### config.mk
export PLATFORM = sky130hd
export DESIGN_NAME = fetch_unit
export DESIGN_NICKNAME = d
export VERILOG_FILES = /design/src/rtl/fetch_unit.sv
export SDC_FILE = /design/constraint.sdc
export NUM_CORES = 1
export LEC_CHECK = 0
export CAP_MARGIN = 20
export CORE_ASPECT_RATIO = 1.25
export CORE_MARGIN = 4
export CORE_UTILIZATION = 48
export DETAILED_ROUTE_END_ITERATION = 12
export PLACE_DENSITY = 0.77
export SLEW_MARGIN = 20
export SYNTH_ARGS = -nofsm -noshare
export SYNTH_HDL_FRONTEND = slang
export SYNTH_SLANG_ARGS = --single-unit
### constraint.sdc
create_clock -name clk -period 2.7 [get_ports clk]
set_clock_uncertainty 0.2 [all_clocks]
set_input_delay 0.405 -clock clk [delete_from_list [all_inputs] [get_ports clk]]
set_output_delay 0.405 -clock clk [all_outputs]
set_load 0.05 [all_outputs]
### src/rtl/fetch_unit.sv
// Instruction fetch stage: PC generation, in-order imem requests, response FIFO feeding decode.
// Optional FETCH_BYPASS_EN forwards a response straight to decode when the FIFO is empty.
module fetch_unit #(
    parameter logic [31:0] RESET_PC   = 32'h0000_0000,
    parameter int unsigned FIFO_DEPTH = 2
) (
    input  logic        clk,
    input  logic        rstN,
    output logic        imemReq,
    output logic [31:0] imemAddr,
    input  logic        imemGnt,
    input  logic        imemValid,
    input  logic [31:0] imemRdata,
    input  logic        redirect,
    input  logic [31:0] redirectPc,
    output logic [31:0] inst,
    output logic [31:0] instPc,
    output logic        instValid,
    input  logic        instReady
);

    localparam int unsigned PW = (FIFO_DEPTH > 1) ? $clog2(FIFO_DEPTH) : 1;
    localparam int unsigned CW = PW + 1;
    localparam logic [CW-1:0] CNT_ONE = CW'(1);
    localparam logic [PW-1:0] PTR_ONE = PW'(1);
    localparam logic [CW:0]   DEPTH_L = (CW+1)'(FIFO_DEPTH);

    logic [31:0]   fetch_pc;
    logic [31:0]   resp_pc;
    logic [CW-1:0] outstanding;
    logic [CW-1:0] drop_count;
    logic [CW-1:0] fifo_count;
    logic [PW-1:0] wr_ptr;
    logic [PW-1:0] rd_ptr;
    logic [31:0]   fifo_word [FIFO_DEPTH];
    logic [31:0]   fifo_pc   [FIFO_DEPTH];

    logic          fifo_empty;
    logic [CW:0]   inflight;
    logic          grant;
    logic          resp_fire;
    logic          resp_keep;
    logic          push;
    logic          pop;

    always_comb begin
        fifo_empty = (fifo_count == '0);
        // Buffered words plus outstanding requests never exceed the FIFO depth,
        // so every response is guaranteed a slot.
        inflight   = {1'b0, fifo_count} + {1'b0, outstanding};
        imemReq    = rstN && !redirect && (inflight < DEPTH_L);
        imemAddr   = fetch_pc;
        grant      = imemReq && imemGnt;
        resp_fire  = imemValid && (outstanding != '0);
        resp_keep  = resp_fire && (drop_count == '0) && !redirect;
        pop        = !fifo_empty && instReady;
    end

`ifdef FETCH_BYPASS_EN
    logic bypass_hit;

    always_comb begin
        bypass_hit = fifo_empty && resp_keep;
        push       = resp_keep && !(bypass_hit && instReady);
        instValid  = !fifo_empty || bypass_hit;
        inst       = bypass_hit ? imemRdata : fifo_word[rd_ptr];
        instPc     = bypass_hit ? resp_pc   : fifo_pc[rd_ptr];
    end
`else
    always_comb begin
        push      = resp_keep;
        instValid = !fifo_empty;
        inst      = fifo_word[rd_ptr];
        instPc    = fifo_pc[rd_ptr];
    end
`endif

    always_ff @(posedge clk or negedge rstN) begin
        if (!rstN) begin
            fetch_pc    <= RESET_PC;
            resp_pc     <= RESET_PC;
            outstanding <= '0;
            drop_count  <= '0;
            fifo_count  <= '0;
            wr_ptr      <= '0;
            rd_ptr      <= '0;
            for (int unsigned i = 0; i < FIFO_DEPTH; i++) begin
                fifo_word[i] <= '0;
                fifo_pc[i]   <= '0;
            end
        end else if (redirect) begin
            // No grant is possible here; every request still in flight after
            // this cycle's response belongs to the abandoned path.
            fetch_pc    <= {redirectPc[31:2], 2'b00};
            resp_pc     <= {redirectPc[31:2], 2'b00};
            fifo_count  <= '0;
            wr_ptr      <= '0;
            rd_ptr      <= '0;
            outstanding <= resp_fire ? outstanding - CNT_ONE : outstanding;
            drop_count  <= resp_fire ? outstanding - CNT_ONE : outstanding;
        end else begin
            if (grant) begin
                fetch_pc <= fetch_pc + 32'd4;
            end
            case ({grant, resp_fire})
                2'b10:   outstanding <= outstanding + CNT_ONE;
                2'b01:   outstanding <= outstanding - CNT_ONE;
                default: outstanding <= outstanding;
            endcase
            if (resp_fire && (drop_count != '0)) begin
                drop_count <= drop_count - CNT_ONE;
            end
            if (resp_keep) begin
                resp_pc <= resp_pc + 32'd4;
            end
            if (push) begin
                fifo_word[wr_ptr] <= imemRdata;
                fifo_pc[wr_ptr]   <= resp_pc;
                wr_ptr            <= wr_ptr + PTR_ONE;
            end
            if (pop) begin
                rd_ptr <= rd_ptr + PTR_ONE;
            end
            case ({push, pop})
                2'b10:   fifo_count <= fifo_count + CNT_ONE;
                2'b01:   fifo_count <= fifo_count - CNT_ONE;
                default: fifo_count <= fifo_count;
            endcase
        end
    end

endmodule

# Word level (Yosys, flattened, before mapping)
# Cells that the tools add are included.
[classes] n_reduce_logical=22 n_bitwise=3 add_sub_neg=10 eq_ne=4 n_lt_le_gt_ge=4 n_mux=25
[ops] operator="32-bit 2-to-1 mux" n=11
[ops] operator="64-bit bitwise mux" n=2
[ops] operator="32-bit by 3-bit adder with 32-bit output, second input constant" n=2
[ops] operator="32-bit demux with 1-bit select" n=1
[ops] operator="2-bit nonzero test" n=6
[ops] operator="2-bit 2-to-1 mux" n=5
[ops] operator="1-bit logical AND" n=9
[ops] operator="2-bit case mux with 2 select lines" n=2
[ops] operator="3-bit nonzero test" n=2
[ops] operator="2-bit by 1-bit subtractor with 2-bit output, second input constant" n=3
[ops] operator="2-bit by 1-bit adder with 2-bit output, second input constant" n=2
[ops] operator="2-bit by 1-bit == test with 1-bit output, second input constant" n=2
[ops] operator="2-bit == test, second input constant" n=2
[ops] operator="2-bit >= comparator, second input constant" n=2
[ops] operator="2-bit zero test" n=2
[ops] operator="1-bit 2-to-1 mux" n=4
[ops] operator="1-bit inverter with 2-bit output" n=2
[ops] operator="2-bit by 2-bit adder with 3-bit output" n=1
[ops] operator="3-bit by 2-bit < comparator with 1-bit output, second input constant" n=1
[ops] operator="1-bit adder, second input constant" n=2
[ops] operator="1-bit zero test" n=2
[ops] operator="2-bit by 1-bit < comparator with 1-bit output, second input constant" n=1
[ops] operator="2-bit AND reduction" n=1
[ops] operator="1-bit inverter" n=1
[word_totals] out_inout_bits=98 ff_bits=200 input_bits=70 word_cells=79

# Longest topological paths before layout
[depth] depth_word=7 depth_mapped=9 mapped_depth_nobuf=7

# Worst setup path after synthesis
# OpenSTA, ideal clock, no wires.
[synth_timing] kind="reg2reg" startpoint="register fifo_count[0]" endpoint="register fetch_pc[30], in the netlist imemAddr[30]" path_stages_with_launch=9 arrival_time_ns=2.788 required_time_ns=2.430 period_less_slack_ns=3.057 setup_slack_ns=-0.357 setup_time_ns=0.070 n_path_buf=1 path_cell_list="dfrtp_1 -> and2_1 -> fa_1 -> nor4b_4 -> and2_1 -> buf_2 -> nand4_1 -> or4_1 -> nand3_1"
[synth_via] elab_chain_cells=5
[synth_lines] element="from (decl)" line="32" text="logic [CW-1:0] fifo_count;"
[synth_lines] element="from (signal assigned)" line="125" text="2'b10: fifo_count <= fifo_count + CNT_ONE;"
[synth_lines] element="from (signal assigned)" line="126" text="2'b01: fifo_count <= fifo_count - CNT_ONE;"
[synth_lines] element="from (signal assigned)" line="127" text="default: fifo_count <= fifo_count;"
[synth_lines] element="2-bit by 2-bit adder with 3-bit output" line="50" text="inflight = {1'b0, fifo_count} + {1'b0, outstanding};"
[synth_lines] element="3-bit by 2-bit < comparator with 1-bit output" line="51" text="imemReq = rstN && !redirect && (inflight < DEPTH_L);"
[synth_lines] element="1-bit logical AND" line="51"
[synth_lines] element="via imemReq" line="9" text="output logic imemReq,"
[synth_lines] element="1-bit logical AND" line="53" text="grant = imemReq && imemGnt;"
[synth_lines] element="2-bit nonzero test (no line)"
[synth_lines] element="to (signal assigned)" line="94" text="fetch_pc <= {redirectPc[31:2], 2'b00};"
[synth_lines] element="to (signal assigned)" line="103" text="fetch_pc <= fetch_pc + 32'd4;"
[synth_lines] element="to (decl)" line="28" text="logic [31:0] fetch_pc;"
# The timed path passes the listed nets, and every way through them passes these cells.
# A chain may end at the register's enable or synchronous reset.

# Worst setup path in the final report
[layout_timing] startpoint="register fifo_count[0]" endpoint="output imemReq"
[layout_via] elab_chain_cells=3
[layout_lines] element="2-bit by 2-bit adder with 3-bit output" line="50"
[layout_lines] element="3-bit by 2-bit < comparator with 1-bit output" line="51"
[layout_lines] element="1-bit logical AND" line="51"
[layout_lines] element="to (decl)" line="9"
# Every way passes these cells.

==> summary.txt <==
Synth
  • Count leader, synth: dfrtp_1
  • Ys async rst share: 1.00
  • Synth top area share: 0.520
  • Synth top cells by count: 192 x dfrtp_1, 185 x mux2_2, 72 x nand2_1, 54 x o21ai_0, 29 x nor2_1
  • Post-Synthesis Cell Area: slightly above 9000 um2
  • Sequential share of the synthesized area: 0.520
  • #FFs+latches synth: between 150 and 200
  • Syn avg cell area: about 12 um2
  • EDFF count, synth: 0
  • Area leader, netlist: dfrtp_1
  • Ranking of synthesized cells by area: dfrtp_1 52%, mux2_2 23%, nand2_1 2.9%
  • Ys flop type: dfrtp_1
  • Synth cell types: 49
  • Synth warn: 0
  • Syn Inst Count: approximately 770

GRT
  • First-pass GRT wire length: ~36000 um
  • Largest net degree at the start of global routing: between 90 and 100
  • Total gr overflow: 0
  • GRT Util Overall: 0.210
  • Antenna violations before repair: 1
  • Met2 usage: 0.349
  • Vias in the first global route: 6934
  • Met3 Usage GRT: 0.0508
  • Met1 usage: 0.268
  • GRT busiest layer: met2

STA
  • Worst slew margin: 0.550
  • Setup violators final: 0
  • Final period util: 0.970
  • Max Clk Rate: 382 MHz
  • Slew of the pin with the lowest slew margin: slightly below 0.7 ns
  • Setup TNS: 0 ns
  • Final Slew Violations: 0
  • Worst hold slack: 0.284 ns
  • Number of hold violations in the final report: 0
  • Unrepaired setup endpoints after global routing: true
  • Fin crit period: about 2.6 ns

Worst setup path
  • Worst EP required: ~2.1 ns
  • Worst reg-to-reg setup slack: roughly 0.14 ns
  • FF-to-FF Start: fifo_count[0]
  • Cell at the slowest stage of the critical path: fa_1
  • CP Max Fanout: 4
  • Arr. time, crit path: ~2.0 ns
  • FF-to-FF End: imemAddr[18]
  • Cell count of the worst reg-to-reg path: 9
  • CP peak stage delay: approximately 0.47 ns
  • Crit path kind: reg2out
  • Worst setup SP type: flop
  • Crit-path cells: and2_4, fa_1, nor4b_4, buf_4, buf_12
  • CP Capture Type: primary output

Placement
  • GPL Wtd Cong: 0.864
  • DPL Wire Length: ~16000 um
  • Port Buffers: ~160

Power and ir drop
  • Switching share of total power: 0.403
  • Power Internal: 7250 uW
  • Register share of total power: 0.358
  • Switch Pwr: 4900 uW
  • Cell Pwr Density: a little over 1000 nW/um2
  • Worst VDD drop: approximately 0.00065 V
  • Leak: between 0.005 and 0.006 uW
  • Tot Pwr: between 10000 and 15000 uW
  • Clock share of power: 0.208
  • Combinational power share: 0.434

Status
  • Outcome: finished, final reports clean

Floorplanning
  • Die Y: between 150 and 200 um
  • Total core area: about 19000 um2
  • Ports: ~170
  • Die area: between 20000 and 25000 um2
  • Die width: between 100 and 150 um
  • Initial core utilization: 0.490
  • Row cnt: 56

Clock tree
  • CTS Root Cell: clkbuf_16
  • Sink Count: approximately 190
  • CTS tree: done
  • Clk_lat worst skew: 0.43 ns
  • Clock-pin slew on the worst setup and hold paths: around 0.08 ns
  • H-tree depth: 4
  • Clk buf depth: 2
  • CTS buffer count: 17

Detailed routing
  • TritonRoute pass-1 iters: 5
  • Final antenna-violating net count: 0
  • DR WL/cell: between 15 and 20 um
  • DRT iter0 DRCs: between 200 and 300
  • Vias per cell: 5.65
  • DR DRC count: 0
  • DRT Wirelength: approximately 22000 um
  • Vias: approximately 6700

Final layout
  • Area grow syn2layout: 26.4%
  • Antenna Cells: 0
  • Fillers: roughly 1500
  • Ratio of cells with drive above 1 in the final layout: 0.343
  • Fin nets: ~1000

Worst hold path
  • Worst Hold End: fifo_pc[19]
  • Hold Path Cell Cnt: 2
  • Min-delay worst type: reg2reg
  • HP Start: fifo_pc[19]

Job
  • Max-cap check violation count: 0
timing repair:
item / CTS / global route
buffers inserted: 0 / 1
endpoints found under the hold margin: 138 / 0
resized for setup: 0 / 1
endpoints found under the setup margin: 0 / 1
hold buffers: 1 / 0
sequential cells by signal (all words and copies together) (netlist names):
| signal | flops |
|---|---|
| rd_ptr | 1 |
| imemAddr | 30 |
| drop_count | 2 |
| resp_pc | 30 |
| wr_ptr | 1 |
| fifo_pc | 60 |
| fifo_word | 64 |
| fifo_count | 2 |
| outstanding | 2 |
critical path: cells and delay by family (launching register included):
kind / cells / cell delay, ns
adders and majority gates: 1 / 0.47
buffers and inverters: 2 / 0.30
DFF: 1 / 0.40
and+or+nand+nor: 2 / 0.41
cell type report:
class	instances	area, um2	share of cell area
Timing Repair Buffer	189	1750	0.150
Inverter	14	52.6	0.00450
Clock inverter	15	170	0.0146
Clock buffer	17	425	0.0364
Multi-Input combinational cell	530	4190	0.358
Tap cell	232	290	0.0248
Sequential cell	192	4810	0.411
layout by cell type, fill, tap and decap left out, types with 3 or more instances in the layout:
cell type | Yosys | layout
a21oi_1 | 5 | 5
o311ai_0 | 15 | 8
mux2_2 | 185 | 185
and3_1 | 7 | 7
nor3_1 | 11 | 10
nor2_1 | 29 | 29
nor4_1 | 4 | 4
buf_12 | 0 | 7
xnor2_1 | 19 | 19
or2_2 | 4 | 4
or4_1 | 4 | 4
xor2_1 | 17 | 17
inv_8 | 0 | 3
o21ai_0 | 54 | 44
clkdlybuf4s50_1 | 0 | 96
ha_1 | 4 | 4
nor4_4 | 3 | 3
nand4_1 | 22 | 22
nand3_1 | 23 | 23
clkbuf_16 | 0 | 17
a31oi_1 | 4 | 4
inv_6 | 0 | 5
o311ai_1 | 0 | 7
o21ai_1 | 2 | 12
inv_1 | 14 | 14
buf_4 | 4 | 83
nand2_1 | 72 | 71
dfrtp_1 | 192 | 191
conb_1 | 1 | 4
o211ai_1 | 11 | 11
a41oi_1 | 3 | 3
power groups by stage:
| stage | logic, uW | clock network, uW | registers (uW) |
|---|---|---|---|
| 6_report | 5270 | 2530 | 4340 |
| 3_5_place_dp | 5300 | 0 | 4400 |
| 4_1_cts | 5330 | 2600 | 4350 |
| 5_1_grt | 5600 | 2700 | 4480 |
| 3_3_place_gp | 5250 | 0 | 4350 |
| 2_1_floorplan | 3730 | 0 | 4430 |
through the flow:
step / setup WS (ns) / util / area, um2 / std cells
after floorplan: -0.280 / - / 9270 / 776
after global placement: 0.157 / 0.587 / 11100 / 1155
after detailed placement: 0.128 / 0.587 / 11100 / 1155
after CTS: 0.0209 / 0.619 / 11700 / 1188
after global routing: -0.0244 / 0.620 / 11700 / 1189
final: 0.0798 / 0.620 / 11700 / 1189
worst max-delay path by stage:
| stage | slack (ns) | startpoint | endpoint |
|---|---|---|---|
| detailed placement | 0.13 | imemValid | resp_pc[30] |
| CTS | 0.02 | fifo_count[0] | imemReq |
| finish | 0.08 | fifo_count[0] | imemReq |
| global placement | 0.16 | imemValid | resp_pc[30] |
| global route | -0.02 | fifo_count[0] | imemReq |
| floorplan | -0.28 | fifo_count[0] | imemAddr[30] |
routing by layer:
layer | routed length (um) | share of wire
met5 | 13 | 0.00059
met4 | 563 | 0.025
met3 | 1240 | 0.056
met2 | 11100 | 0.50
met1 | 9190 | 0.42
cells by family (layout without fill, tap and decap cells):
logic type	after synthesis	after routing	share of synthesized area
AO/OA/AOI/OAI	96	96	0.0639
XOR/XNOR	36	36	0.0341
adder cells (fa/ha/maj)	7	7	0.00975
buffers and inverters	54	235	0.0296
flip-flops	192	192	0.520
multiplexers	187	187	0.228
other	1	4	0.000406
AND/OR/NAND/NOR	200	200	0.115
Power figures use the tool's default switching activity.
